File: config.mk
export PLATFORM = sky130hd
export DESIGN_NAME = hysteretic_gating_ctrl_flat
export DESIGN_NICKNAME = d
export VERILOG_FILES = /design/src/rtl/hysteretic_gating_ctrl_if.sv /design/src/rtl/hysteretic_gating_ctrl.sv /design/src/flat_wrapper.sv
export SDC_FILE = /design/constraint.sdc
export NUM_CORES = 1
export LEC_CHECK = 0
export ABC_AREA = 1
export ABC_CLOCK_PERIOD_IN_PS = 1400
export CAP_MARGIN = 20
export CORE_AREA = 2 2 162 164
export CTS_CLUSTER_SIZE = 10
export DETAILED_ROUTE_END_ITERATION = 10
export DIE_AREA = 0 0 164 166
export GPL_TIMING_DRIVEN = 0
export PLACE_DENSITY = 0.85
export SLEW_MARGIN = 15
export SYNTH_ARGS = -nofsm -noshare
export SYNTH_HDL_FRONTEND = slang
export SYNTH_SLANG_ARGS = --single-unit
File: constraint.sdc
create_clock -name clk -period 1.4 [get_ports clk]
set_input_delay 0.21 -clock clk [delete_from_list [all_inputs] [get_ports clk]]
set_output_delay 0.21 -clock clk [all_outputs]
set_load 0.02 [all_outputs]
File: src/rtl/hysteretic_gating_ctrl_if.sv
`default_nettype none
// ============================================================================
//  Module      : hysteretic_gating_ctrl_if
//  Description : Per-channel valid/ready capture bus for the hysteretic
//                clock-gating controller. The master drives valid and data.
//                The slave (the controller) returns ready.
//  Ports       : ch_valid [NUM_CH]       - per-channel data valid
//                ch_data  [NUM_CH*WIDTH] - per-channel data, channel i at
//                                          [i*WIDTH +: WIDTH]
//                ch_ready [NUM_CH]       - per-channel accept indication
//  Revision    : 1.0 - initial release
// ============================================================================
interface hysteretic_gating_ctrl_if #(
  parameter int NUM_CH = 4,
  parameter int WIDTH  = 32
);
  logic [NUM_CH-1:0]       ch_valid;
  logic [NUM_CH*WIDTH-1:0] ch_data;
  logic [NUM_CH-1:0]       ch_ready;

  modport master (
    output ch_valid,
    output ch_data,
    input  ch_ready
  );

  modport slave (
    input  ch_valid,
    input  ch_data,
    output ch_ready
  );
endinterface
`default_nettype wire

File: src/rtl/hysteretic_gating_ctrl.sv
`default_nettype none
// ============================================================================
//  Module      : hysteretic_gating_ctrl
//  Description : Multi-channel capture register bank with a per-channel
//                hysteretic clock-gating controller. A channel drops its clock
//                enable after IDLE_CYCLES consecutive idle cycles in RUN. It
//                returns through WAKE_CYCLES wake-up cycles before it accepts
//                data again. Saturating counters record the cycles spent gated.
//  Ports       : clk          - clock
//                rst_n        - asynchronous active-low reset
//                ch_if        - slave side of the valid/data/ready bus
//                force_on     - per-channel gating override
//                gate_disable - global gating override
//                clr_stats    - synchronous clear of all gated-cycle counters
//                ch_data_out  - captured data per channel
//                clk_en       - per-channel clock enable for downstream ICG
//                ch_gated     - per-channel gated status
//                gated_cnt    - per-channel saturating gated-cycle counters
//  Revision    : 1.0 - initial release
// ============================================================================
module hysteretic_gating_ctrl #(
  parameter int NUM_CH      = 4,
  parameter int WIDTH       = 32,
  parameter int IDLE_CYCLES = 8,
  parameter int WAKE_CYCLES = 2,
  parameter int CNT_W       = 16
) (
  input  logic                      clk,
  input  logic                      rst_n,
  hysteretic_gating_ctrl_if.slave   ch_if,
  input  logic [NUM_CH-1:0]         force_on,
  input  logic                      gate_disable,
  input  logic                      clr_stats,
  output logic [NUM_CH*WIDTH-1:0]   ch_data_out,
  output logic [NUM_CH-1:0]         clk_en,
  output logic [NUM_CH-1:0]         ch_gated,
  output logic [NUM_CH*CNT_W-1:0]   gated_cnt
);

  localparam int C_IDLE_W = $clog2(IDLE_CYCLES + 1);
  localparam int C_WAKE_W = (WAKE_CYCLES < 1) ? 1 : $clog2(WAKE_CYCLES + 1);

  localparam logic [C_IDLE_W-1:0] C_IDLE_LAST = C_IDLE_W'(IDLE_CYCLES - 1);
  // Clamped so the constant stays legal when WAKE is never entered.
  localparam logic [C_WAKE_W-1:0] C_WAKE_LAST =
    C_WAKE_W'((WAKE_CYCLES == 0) ? 0 : (WAKE_CYCLES - 1));
  localparam logic [CNT_W-1:0]    C_CNT_MAX   = {CNT_W{1'b1}};

  typedef enum logic [1:0] {
    ST_RUN   = 2'b00,
    ST_GATED = 2'b01,
    ST_WAKE  = 2'b10
  } state_t;

  logic [NUM_CH-1:0] w_ready;
  logic [NUM_CH-1:0] w_clk_en;

  assign ch_if.ch_ready = w_ready;
  assign clk_en         = w_clk_en;
  assign ch_gated       = ~w_clk_en;

  for (genvar i = 0; i < NUM_CH; i++) begin : g_ch
    state_t              r_state;
    state_t              w_state_nxt;
    logic [C_IDLE_W-1:0] r_idle_cnt;
    logic [C_IDLE_W-1:0] w_idle_cnt_nxt;
    logic [C_WAKE_W-1:0] r_wake_cnt;
    logic [C_WAKE_W-1:0] w_wake_cnt_nxt;
    logic [WIDTH-1:0]    r_data;
    logic [CNT_W-1:0]    r_gated_cnt;
    logic                w_accept;
    logic                w_act;
    logic                w_wake_req;

    // Ready and clock enable are decodes of the state flops only. As a result
    // the enable feeding the ICG has no combinational path from the inputs.
    assign w_ready[i]  = (r_state == ST_RUN);
    assign w_clk_en[i] = (r_state != ST_GATED);

    assign w_accept   = ch_if.ch_valid[i] & w_ready[i];
    assign w_act      = w_accept | force_on[i] | gate_disable;
    assign w_wake_req = ch_if.ch_valid[i] | force_on[i] | gate_disable;

    always_ff @(posedge clk or negedge rst_n) begin
      if (!rst_n) begin
        r_state    <= ST_RUN;
        r_idle_cnt <= '0;
        r_wake_cnt <= '0;
      end else begin
        r_state    <= w_state_nxt;
        r_idle_cnt <= w_idle_cnt_nxt;
        r_wake_cnt <= w_wake_cnt_nxt;
      end
    end

    always_comb begin
      w_state_nxt    = r_state;
      w_idle_cnt_nxt = r_idle_cnt;
      w_wake_cnt_nxt = r_wake_cnt;
      unique case (r_state)
        ST_RUN: begin
          // Activity wins over the terminal idle count on the same edge.
          if (w_act) begin
            w_idle_cnt_nxt = '0;
          end else if (r_idle_cnt == C_IDLE_LAST) begin
            w_state_nxt    = ST_GATED;
            w_idle_cnt_nxt = '0;
          end else begin
            w_idle_cnt_nxt = r_idle_cnt + 1'b1;
          end
        end
        ST_GATED: begin
          if (w_wake_req) begin
            if (WAKE_CYCLES == 0) begin
              w_state_nxt = ST_RUN;
            end else begin
              w_state_nxt    = ST_WAKE;
              w_wake_cnt_nxt = '0;
            end
          end
        end
        ST_WAKE: begin
          // The wake-up delay always runs to completion. Overrides do not
          // shorten it.
          if (r_wake_cnt == C_WAKE_LAST) begin
            w_state_nxt    = ST_RUN;
            w_wake_cnt_nxt = '0;
          end else begin
            w_wake_cnt_nxt = r_wake_cnt + 1'b1;
          end
        end
        default: begin
          w_state_nxt    = ST_RUN;
          w_idle_cnt_nxt = '0;
          w_wake_cnt_nxt = '0;
        end
      endcase
    end

    // Capture register. It loads only on an accepted transfer.
    always_ff @(posedge clk or negedge rst_n) begin
      if (!rst_n) begin
        r_data <= '0;
      end else if (w_accept) begin
        r_data <= ch_if.ch_data[i*WIDTH +: WIDTH];
      end
    end

    // Gated-residency counter. The clear has priority, and the count holds at
    // all-ones instead of wrapping.
    always_ff @(posedge clk or negedge rst_n) begin
      if (!rst_n) begin
        r_gated_cnt <= '0;
      end else if (clr_stats) begin
        r_gated_cnt <= '0;
      end else if ((r_state == ST_GATED) && (r_gated_cnt != C_CNT_MAX)) begin
        r_gated_cnt <= r_gated_cnt + 1'b1;
      end
    end

    assign ch_data_out[i*WIDTH +: WIDTH] = r_data;
    assign gated_cnt[i*CNT_W +: CNT_W]   = r_gated_cnt;
  end

endmodule
`default_nettype wire

File: src/flat_wrapper.sv
// flat-port wrapper written by rule: the top's interface ports become plain ports
module hysteretic_gating_ctrl_flat 
#(
  parameter int NUM_CH      = 4,
  parameter int WIDTH       = 32,
  parameter int IDLE_CYCLES = 8,
  parameter int WAKE_CYCLES = 2,
  parameter int CNT_W       = 16
)
  (clk, rst_n, force_on, gate_disable, clr_stats, ch_data_out, clk_en, ch_gated, gated_cnt, ch_if_ch_valid, ch_if_ch_data, ch_if_ch_ready);
  hysteretic_gating_ctrl_if #(.NUM_CH(NUM_CH), .WIDTH(WIDTH)) ch_if_i ();
  input  logic clk;
  input  logic rst_n;
  input  logic [NUM_CH-1:0] force_on;
  input  logic gate_disable;
  input  logic clr_stats;
  output logic [NUM_CH*WIDTH-1:0] ch_data_out;
  output logic [NUM_CH-1:0] clk_en;
  output logic [NUM_CH-1:0] ch_gated;
  output logic [NUM_CH*CNT_W-1:0] gated_cnt;
  input wire logic [$bits(ch_if_i.ch_valid)-1:0] ch_if_ch_valid;
  input wire logic [$bits(ch_if_i.ch_data)-1:0] ch_if_ch_data;
  output wire logic [$bits(ch_if_i.ch_ready)-1:0] ch_if_ch_ready;
  assign ch_if_i.ch_valid = ch_if_ch_valid;
  assign ch_if_i.ch_data = ch_if_ch_data;
  assign ch_if_ch_ready = ch_if_i.ch_ready;
  hysteretic_gating_ctrl #(.NUM_CH(NUM_CH), .WIDTH(WIDTH), .IDLE_CYCLES(IDLE_CYCLES), .WAKE_CYCLES(WAKE_CYCLES), .CNT_W(CNT_W)) u_core (.clk(clk), .rst_n(rst_n), .ch_if(ch_if_i), .force_on(force_on), .gate_disable(gate_disable), .clr_stats(clr_stats), .ch_data_out(ch_data_out), .clk_en(clk_en), .ch_gated(ch_gated), .gated_cnt(gated_cnt));
endmodule
==> impl_results.md, run 1 <==
- Setup violators final: between 200 and 250
- Core area: ~26000 µm²
- Post-synth cell types: 33
- Worst rel slew slack: between 40% and 50%
- Asr flop ratio synth: between 90% and 100%
- Peak VDD IR: about 1200 µV
- Initial Util: between 40% and 50%
- Root Driver: clkbuf_16
- Tcrit/Tclk final: 120%
- I/O pin total: about 340
- IO Port Bufs: roughly 340
- Top post-synthesis cells by area: dfrtp_1 53%, mux2_2 14%, nand2_1 9.4%
- Die X: roughly 160 µm
- First-pass GRT wire length: between 50000 and 60000 µm
- Synthesized area per cell: between 9 and 10 µm²
- Fmax: 597 MHz
- Worst setup margin: -0.274 ns
- Share of the synthesized area in the top cell type: about 53%
- TritonCTS Buffers: 27
- Vias per std cell: about 5.4
- Crit path DAT: ~1.5 ns
- YS warnings: 0
- Clock-pin slew on the worst setup and hold paths: around 0.06 ns
- CP Capture Type: output pin
- Post-DRT Antenna Nets: 0
- Final hold viol count: 0
- GRT Residual Overflow: 0
- Failing checks: setup timing
- Number of synthesized flops with an enable pin: 0
- CP Max Fanout: 3
- DIE AREA: approximately 27000 µm²
- Register area share after synthesis: between 50% and 60%
- Total Nets Final: approximately 1800
- Primary FF master, synth: dfrtp_1
- GRT Total Usage: between 20% and 30%
- Skew-Pair Late Insertion Delay: between 0.5 and 0.6 ns
- Final hold slack: between 0.15 and 0.2 ns
- Skew final: 0.0115 ns
- # rows: 59
- # placed instances: approximately 1700
- Worst hold-check path type: in -> async
- TritonCTS clock tree: built
- Vias in the first global route: between 10000 and 15000
- Maxcap violations: 0
- Clock Sinks: roughly 220
- Via count: 10600
- Critical path class: reg -> out
- Post-detailed-routing wire length: 40400 µm
- DRC: 0
- Area growth syn-to-layout: 70.5%
- Clk buf depth: 3
- Die height: around 170 µm
- Layout cells sized above 1: 51.2%
- DP HPWL: between 20000 and 25000 µm
- Least-Margin Pin Slew: between 0.8 and 0.9 ns
- Worst Path Required: around 1.2 ns
- Antenna violations before repair: 1
- Fin. max-slew vios: 0
- Leak pwr: roughly 9 nW
- Largest net degree at the start of global routing: 96
- Startpoint class of the critical path: register
- Syn nets: 1230
- Starting DRC count in detailed routing: just under 700
- Power per cell area: 1560 nW/µm²
- Non-filler cells, final: 1977
- RSZ-0062 raised after global routing: yes
- Wirelength per Cell: slightly above 20 µm
- Final setup TNS: -29.52 ns
- Run status: finished, violations left
- Most common cell in the netlist: nand2_1
- Yosys reg bits: 224
- GP Congestion: between 0.9 and 1
- Post-synth top cells: 262 x nand2_1, 224 x dfrtp_1, 128 x mux2_2
- CTS H-tree depth: 1
- Post-synthesis cell count: ~1100
- Period minus WS final: 1.67 ns
- TritonRoute pass-1 iters: 7
- Post-Syn Area: 10500 µm²
- Top cell type by total area after synthesis: dfrtp_1
==> stage by stage <==
| stage | power [mW] | utilization, % | area [µm²] | worst slack, ns |
|---|---|---|---|---|
| 2_1_floorplan | 14.2 | - | 10700 | -0.155 |
| 3_3_place_gp | 18.5 | 56.9 | 14600 | -10.11 |
| 3_5_place_dp | 18.8 | 57.1 | 14600 | -0.454 |
| 4_1_cts | 26.6 | 64.8 | 16600 | -0.254 |
| 5_1_grt | 29.1 | 70.0 | 17900 | -0.317 |
| 6_report | 27.9 | 70.0 | 17900 | -0.274 |
==> state kept, by name, indices dropped and copies added, names as in the netlist <==
name                     cells
u_core.g_ch.r_idle_cnt      16
u_core.g_ch.r_state          8
u_core.g_ch.r_data         128
u_core.g_ch.r_gated_cnt     64
u_core.g_ch.r_wake_cnt       8
==> worst paths after layout <==
check                      slack (ns)                           start                             to  depth (start not counted)
setup / recovery                -0.27       u_core.g_ch[3].r_state[1]              ch_if_ch_ready[3]                          4
hold / removal                   0.19                           rst_n      u_core.g_ch[2].r_data[26]                          2
max in group asynchronous        0.27                           rst_n  u_core.g_ch[0].r_gated_cnt[9]                          3
hold reg to reg                  0.50    u_core.g_ch[3].r_wake_cnt[1]   u_core.g_ch[3].r_wake_cnt[1]                          2
setup reg to reg                -0.24  u_core.g_ch[2].r_gated_cnt[13]  u_core.g_ch[2].r_gated_cnt[8]                         10
min in group clk                 0.29                ch_if_ch_data[1]       u_core.g_ch[0].r_data[1]                          2
==> metal layers <==
| metal | vias to the layer above | wire [µm] | track usage (%) |
|---|---|---|---|
| met5 | - | 0 | 0 |
| met4 | 0 | 2270 | 10.8 |
| met3 | 168 | 3280 | 4.57 |
| met2 | 648 | 20500 | 44.2 |
| met1 | 5154 | 14300 | 28.0 |
| li1 | 4664 | - | - |
==> logic make-up (layout without fill, tap and decap cells) <==
group | after synthesis | after routing | synth area share, %
buffers and inverters | 117 | 691 | 4.73
multiplexers | 129 | 129 | 13.8
adder cells (fa/ha/maj) | 24 | 24 | 2.86
AND/OR/NAND/NOR | 482 | 483 | 20.0
flip-flops | 224 | 224 | 53.3
AO/OA/AOI/OAI | 73 | 73 | 3.87
XOR/XNOR | 17 | 17 | 1.42
other | 0 | 1 | 0
==> cell type report <==
| class | instances | area [µm²] |
|---|---|---|
| well taps | 335 | 419 |
| plain buffers | 28 | 328 |
| repair buffers | 534 | 4630 |
| diodes | 1 | 2.50 |
| multi-input cells | 726 | 5760 |
| flip-flops and latches | 224 | 5660 |
| clock inverters | 3 | 30.0 |
| inverters | 88 | 362 |
| fillers | 1661 | 7690 |
| clock buffers | 38 | 747 |
==> worst max-delay path, stage by stage, from the launching register on <==
cell	delay, ns
dfrtp_1	0.39
inv_2	0.11
buf_12	0.11
ha_4	0.18
buf_6	0.14
==> cell usage in the layout (no fill, tap or decap), drive strengths merged <==
cell type and count:
buf 402, nand2 265, dfrtp 224, clkdlybuf4s50 137
mux2 128, nor2 101, inv 88, nand3 64
clkbuf 48, nand4 39, a21oi 33, ha 24
o21ai 23, xor2 15, clkdlybuf4s15 12, nor3 7
o21bai 6, o211ai 6, nand3b 3, or2 3
xnor2 2, o22ai 2, clkinv 2, diode 1
clkinvlp 1, and3 1, a211o 1, a22o 1
a31oi 1, mux2i 1, dlygate4sd3 1
==> where the power goes <==
group,switching [mW],internal [mW]
clock,2.70,3.67
sequential,0.986,8.02
combinational,6.33,6.24
==> timing repair <==
| action | CTS | global route |
|---|---|---|
| setup endpoints to repair | 404 | 326 |
| cloned | 9 | 10 |
| buffers inserted | 90 | 89 |
| endpoints found under the hold margin | 56 | 0 |
| hold buffers | 1 | 0 |
| gates resized for setup | 1014 | 347 |
| pin swaps | 36 | 76 |
Note: power is estimated with default switching activity, not from simulation.
==> run 2: changes to the inputs <==
Settings changed: CAP_MARGIN 20 to 15, CORE_AREA 2 2 162 164 to 2 2 170 156, DIE_AREA 0 0 164 166 to 0 0 172 158.
==> impl_results.md, run 2 (synthesized netlist as in run 1, its figures left out) <==
- Run status: finished, violations left
- Failing checks: setup timing
- Tcrit/Tclk final: 122%
- First-pass GRT wire length: around 55000 µm
- GRT Total Usage: between 20% and 30%
- Skew-Pair Late Insertion Delay: about 0.54 ns
- Post-Place Cell Area: around 15000 µm²
- Max layer used: met4
- Max reg flops: approximately 130
- DP HPWL: around 22000 µm
- Maxcap violations: 0
- Area growth syn-to-layout: 68.7%
- Layout cells sized above 1: 50.6%
- Post-detailed-routing wire length: between 40000 and 50000 µm
- Fillers: ~1700
- Largest regs: u_core.g_ch.r_data (128), u_core.g_ch.r_gated_cnt (64), u_core.g_ch.r_idle_cnt (16)
- Vias per std cell: 5.37
- I/O pin total: around 340
- Final hold viol count: 0
- Non-filler cells, final: slightly below 2000
- Leak pwr: 8.59 nW
- Commonest non-fill, non-tap cell in the layout: dfrtp_1
- Die X: 172 µm
- # placed instances: between 1500 and 2000
- Crit path cell chain: inv_2 > buf_6 > ha_4 > buf_6 > inv_4 > a21oi_2 > a21oi_2 > nand4_1 > nand2_1 > o21ai_2
- Power per cell area: 1590 nW/µm²
- Design Power: around 28 mW
- Core area: between 20000 and 30000 µm²
- Max incr delay on CP: 0.39 ns
- TritonRoute pass-1 iters: 5
- Vias in the first global route: a little over 10000
- Clock-pin slew on the worst setup and hold paths: around 0.06 ns
- Initial Util: between 40% and 50%
- Peak VDD IR: ~1000 µV
- Worst Path Required: 1.82 ns
- Least-Margin Pin Slew: 0.882 ns
- # rows: 56
- Starting DRC count in detailed routing: just over 700
- Final setup TNS: -30.58 ns
- GRT Residual Overflow: 0
- GP Congestion: approximately 0.90
- CTS H-tree depth: 1
- Finished Core Util: 69.5%
- DRC: 0
- Post-DRT Antenna Nets: 0
- Root Driver: clkbuf_16
- IO Port Bufs: roughly 340
- Crit-path slowest cell: dfrtp_1
- Reg area: about 5700 µm²
- Wl on met1: between 10000 and 15000 µm
- WL met2: between 20000 and 25000 µm
- Period minus WS final: roughly 1.7 ns
- Largest reg by FF count: u_core.g_ch.r_data
- Wirelength per Cell: 20.4 µm
- Worst rel slew slack: 41.2%
- Skew final: 0.00952 ns
- TritonCTS Buffers: 27
- Clk buf depth: 3
- Antenna violations before repair: 1
- Multi-input gate area: about 5600 µm²
- Worst hold-check path type: in -> async
- Most frequent cells in the layout: 184 x dfrtp_1, 175 x nand2_1, 151 x buf_2
- DIE AREA: around 27000 µm²
- Setup violators final: approximately 250
- Largest net degree at the start of global routing: 85
- CP Max Fanout: 4
- Final Instance Area: around 18000 µm²
- RSZ-0062 raised after global routing: yes
- Via count: roughly 11000
- Critical path class: reg -> reg
- Fin. max-slew vios: 0
- Die height: around 160 µm
- CP Capture Type: register
- Clock Sinks: approximately 220
- Fmax: approximately 580 MHz
- Worst setup margin: -0.310 ns
- TritonCTS clock tree: built
- Total Nets Final: 1779
- Crit path DAT: approximately 2.1 ns
- Wire length on met3: about 3900 µm
- Startpoint class of the critical path: register
-- run 2: changes by cell type in the layout (fill, tap and decap cells not counted), moves of 3 or more --
cell	before	now
nor2_2	16	23
clkbuf_16	35	28
inv_4	2	6
buf_4	124	109
clkdlybuf4s15_2	12	19
buf_2	159	151
nor2_1	52	49
buf_16	3	6
nor2_4	32	28
a21oi_2	12	9
mux2_4	91	78
mux2_2	37	50
inv_2	18	14
a21oi_1	19	22
-- run 2: area by class of cell --
class | instances | area share [%]
Multi-Input combinational cell | 726 | 31.8
Antenna cell | 1 | 0.0141
Timing Repair Buffer | 521 | 25.8
Clock buffer | 36 | 4.11
Sequential cell | 224 | 31.9
Inverter | 88 | 2.05
Tap cell | 348 | 2.46
Buffer | 27 | 1.71
Clock inverter | 4 | 0.134
-- run 2: critical path, delay by kind of cell, from the launching register on --
kind / cells / cell delay, ns
simple gates: 2 / 0.40
flops: 1 / 0.39
fa+ha+maj: 1 / 0.19
compound gates: 3 / 0.25
buf+inv: 4 / 0.38
-- run 2: worst paths after layout --
check | depth (start not counted) | startpoint | slack [ns] | end
worst max-delay path | 10 | u_core.g_ch[0].r_state[1] | -0.31 | u_core.g_ch[0].r_state[0]
worst min-delay path | 2 | rst_n | 0.25 | u_core.g_ch[0].r_gated_cnt[14]
worst max register to register | 10 | u_core.g_ch[0].r_state[1] | -0.31 | u_core.g_ch[0].r_state[0]
worst min register to register | 2 | u_core.g_ch[3].r_wake_cnt[1] | 0.49 | u_core.g_ch[3].r_wake_cnt[1]
max in group asynchronous | 3 | rst_n | 0.26 | u_core.g_ch[1].r_data[12]
min in group clk | 2 | ch_if_ch_data[23] | 0.29 | u_core.g_ch[0].r_data[23]
-- run 2: power breakdown --
part           internal (mW)  switching, mW  total (mW)
Sequential              8.02           1.05        9.08
Clock                   3.58           2.70        6.29
Combinational           6.33           6.45        12.8
Total                   17.9           10.2        28.1
-- run 2: metrics by stage --
| stage | setup slack [ns] | hold WS, ns |
|---|---|---|
| 3_3_place_gp | -10.22 | 0.477 |
| 4_1_cts | -0.273 | 0.265 |
| 2_1_floorplan | -0.155 | -0.0856 |
| 5_1_grt | -0.402 | 0.284 |
| 6_report | -0.310 | 0.248 |
| 3_5_place_dp | -0.497 | 0.263 |
-- run 2: layer usage --
layer,GRT usage (%),vias to the layer above
li1,-,4645
met1,29.2,5137
met2,45.9,663
met3,6.65,169
met4,9.36,0
met5,0,-
-- run 2: repair_timing --
item | 4_1_cts | 5_1_grt
resized for setup | 999 | 350
endpoints found under the hold margin | 82 | 0
gates cloned | 16 | 3
hold buffers | 1 | 0
endpoints found under the setup margin | 410 | 331
pin swaps | 38 | 78
setup buffers | 102 | 71
==> run 3: changes to the inputs <==
Settings changed: CORE_AREA 2 2 170 156 to 2 2 168 154, CTS_BUF_LIST set to sky130_fd_sc_hd__clkbuf_4, DIE_AREA 0 0 172 158 to 0 0 170 156, PLACE_DENSITY 0.85 to 0.87.
==> impl_results.md, run 3 (synthesized netlist as in run 1, its figures left out) <==
- Run status: finished, violations left
- Failing checks: setup timing
- Power per cell area: ~1700 nW/µm²
- GRT Residual Overflow: 0
- Starting DRC count in detailed routing: 1142
- Commonest non-fill, non-tap cell in the layout: buf_6
- CP Capture Type: output pin
- DRC: 0
- TritonCTS Buffers: 66
- Dpl ws: -0.455 ns
- GRT Total Usage: just under 30%
- Clock-pin slew on the worst setup and hold paths: 0.07 ns
- Max reg flops: ~130
- Skew-Pair Late Insertion Delay: about 0.72 ns
- Fin. max-slew vios: 0
- Setup violators final: about 400
- CTS H-tree depth: 3
- Startpoint class of the critical path: register
- DIE AREA: 26500 µm²
- First-pass GRT wire length: around 60000 µm
- Leak pwr: approximately 9.5 nW
- Maxcap violations: 0
- Post-DRT Antenna Nets: 0
- Worst hold-check path type: in -> async
- Fillers: 1234
- IO Port Bufs: ~340
- Via count: 11800
- Tcrit/Tclk final: 133%
- Final hold viol count: 0
- Largest net degree at the start of global routing: 96
- I/O pin total: 344
- Fmax: between 500 and 600 MHz
- Largest regs: u_core.g_ch.r_data (128), u_core.g_ch.r_gated_cnt (64), u_core.g_ch.r_idle_cnt (16)
- Worst Path Required: approximately 1.2 ns
- Root Driver: clkbuf_4
- RSZ-0062 raised after global routing: yes
- TritonRoute pass-1 iters: 6
- Peak VDD IR: roughly 770 µV
- Crit path DAT: between 1.5 and 2 ns
- Skew final: about 0.052 ns
- Post-detailed-routing wire length: a little under 50000 µm
- Finished Core Util: roughly four fifths
- # rows: 55
- Period minus WS final: 1.86 ns
- Wirelength per Cell: between 20 and 25 µm
- Core area: approximately 25000 µm²
- Area growth syn-to-layout: 86.2%
- Largest reg by FF count: u_core.g_ch.r_data
- GP Congestion: about 0.9
- TritonCTS clock tree: built
- Most frequent cells in the layout: 261 x buf_6, 194 x buf_4, 192 x nand2_1
- Total Nets Final: between 1500 and 2000
- Initial Util: between 40% and 50%
- Clk buf depth: 3
- Final hold slack: between 0.05 and 0.06 ns
- Vias per std cell: around 5.6
- Die height: 156 µm
- Clock Sinks: ~220
- Least-Margin Pin Slew: roughly 0.78 ns
- Worst setup margin: -0.459 ns
- DP HPWL: approximately 23000 µm
- Worst rel slew slack: about half
- Die X: ~170 µm
- Antenna violations before repair: 3
- Layout cells sized above 1: 54.5%
- Vias in the first global route: ~11000
- CP Max Fanout: 3
- Critical path class: reg -> out
run 3: changes by cell type in the layout (fill, tap and decap cells not counted), sizes merged, moves of 3 or more:
cell           previous run  this run
buf                     388       495
clkbuf                   39       105
clkdlybuf4s15            19         0
clkinv                    3        13
clkinvlp                  0         3
diode                     1         4
run 3: routing by layer:
| metal | GRT usage, % | share of wire [%] | vias to the layer above |
|---|---|---|---|
| met4 | 16.8 | 7.2 | 0 |
| met2 | 51.3 | 50 | 899 |
| li1 | - | - | 4939 |
| met3 | 8.52 | 10 | 276 |
| met5 | 0 | 0 | - |
| met1 | 31.1 | 33 | 5708 |
run 3: worst paths after layout:
kind | start | end | slack, ns | cells after the start
max | u_core.g_ch[2].r_state[1] | ch_gated[2] | -0.46 | 4
min | rst_n | u_core.g_ch[3].r_gated_cnt[5] | 0.05 | 2
max reg2reg | u_core.g_ch[2].r_state[0] | u_core.g_ch[2].r_state[1] | -0.41 | 8
min reg2reg | u_core.g_ch[1].r_wake_cnt[1] | u_core.g_ch[1].r_wake_cnt[1] | 0.48 | 2
max in group asynchronous | rst_n | u_core.g_ch[0].r_state[0] | 0.43 | 3
min in group clk | ch_if_ch_data[82] | u_core.g_ch[2].r_data[18] | 0.13 | 2
run 3: what timing repair did:
action                                   CTS  global route
endpoints found under the hold margin    190             0
setup buffers                            152           106
gates cloned                              15             6
gates resized for setup                 1449           237
pin swaps                                 33            64
hold buffers                               1             0
endpoints found under the setup margin   408           428
run 3: cell type report:
cell class	count	area [µm²]	share of cell area (%)
timing repair buffer	611	6240	31.9
multi-input combinational	728	5680	29.0
sequential	224	5660	28.9
clock buffer	98	736	3.76
tap	313	392	2.00
inverter	88	365	1.87
buffer	29	348	1.78
clock inverter	17	141	0.722
antenna	4	10.0	0.0511
run 3: worst max-delay path, cell delays in order (launching register included):
cell and delay [ns]:
dfrtp_1 0.41, inv_2 0.13, ha_4 0.20, buf_6 0.10
buf_6 0.12
run 3: power breakdown:
part / total [mW] / switching (mW) / internal, mW / leakage [nW]
registers: 9.55 / 1.54 / 8.01 / 2.74
clock network: 6.96 / 3.36 / 3.60 / 0.514
logic: 16.5 / 7.44 / 9.06 / 6.24
run 3: metrics by stage:
stage | cells | power [mW] | setup TNS, ns | cell area (µm²)
2_1_floorplan | 1066 | 14.2 | -4.48 | 10700
3_3_place_gp | 1721 | 18.5 | -2147.51 | 14500
3_5_place_dp | 1723 | 18.9 | -40.76 | 14600
4_1_cts | 2005 | 28.8 | -47.05 | 17900
5_1_grt | 2111 | 34.0 | -76.88 | 19600
6_report | 2112 | 33.0 | -58.97 | 19600
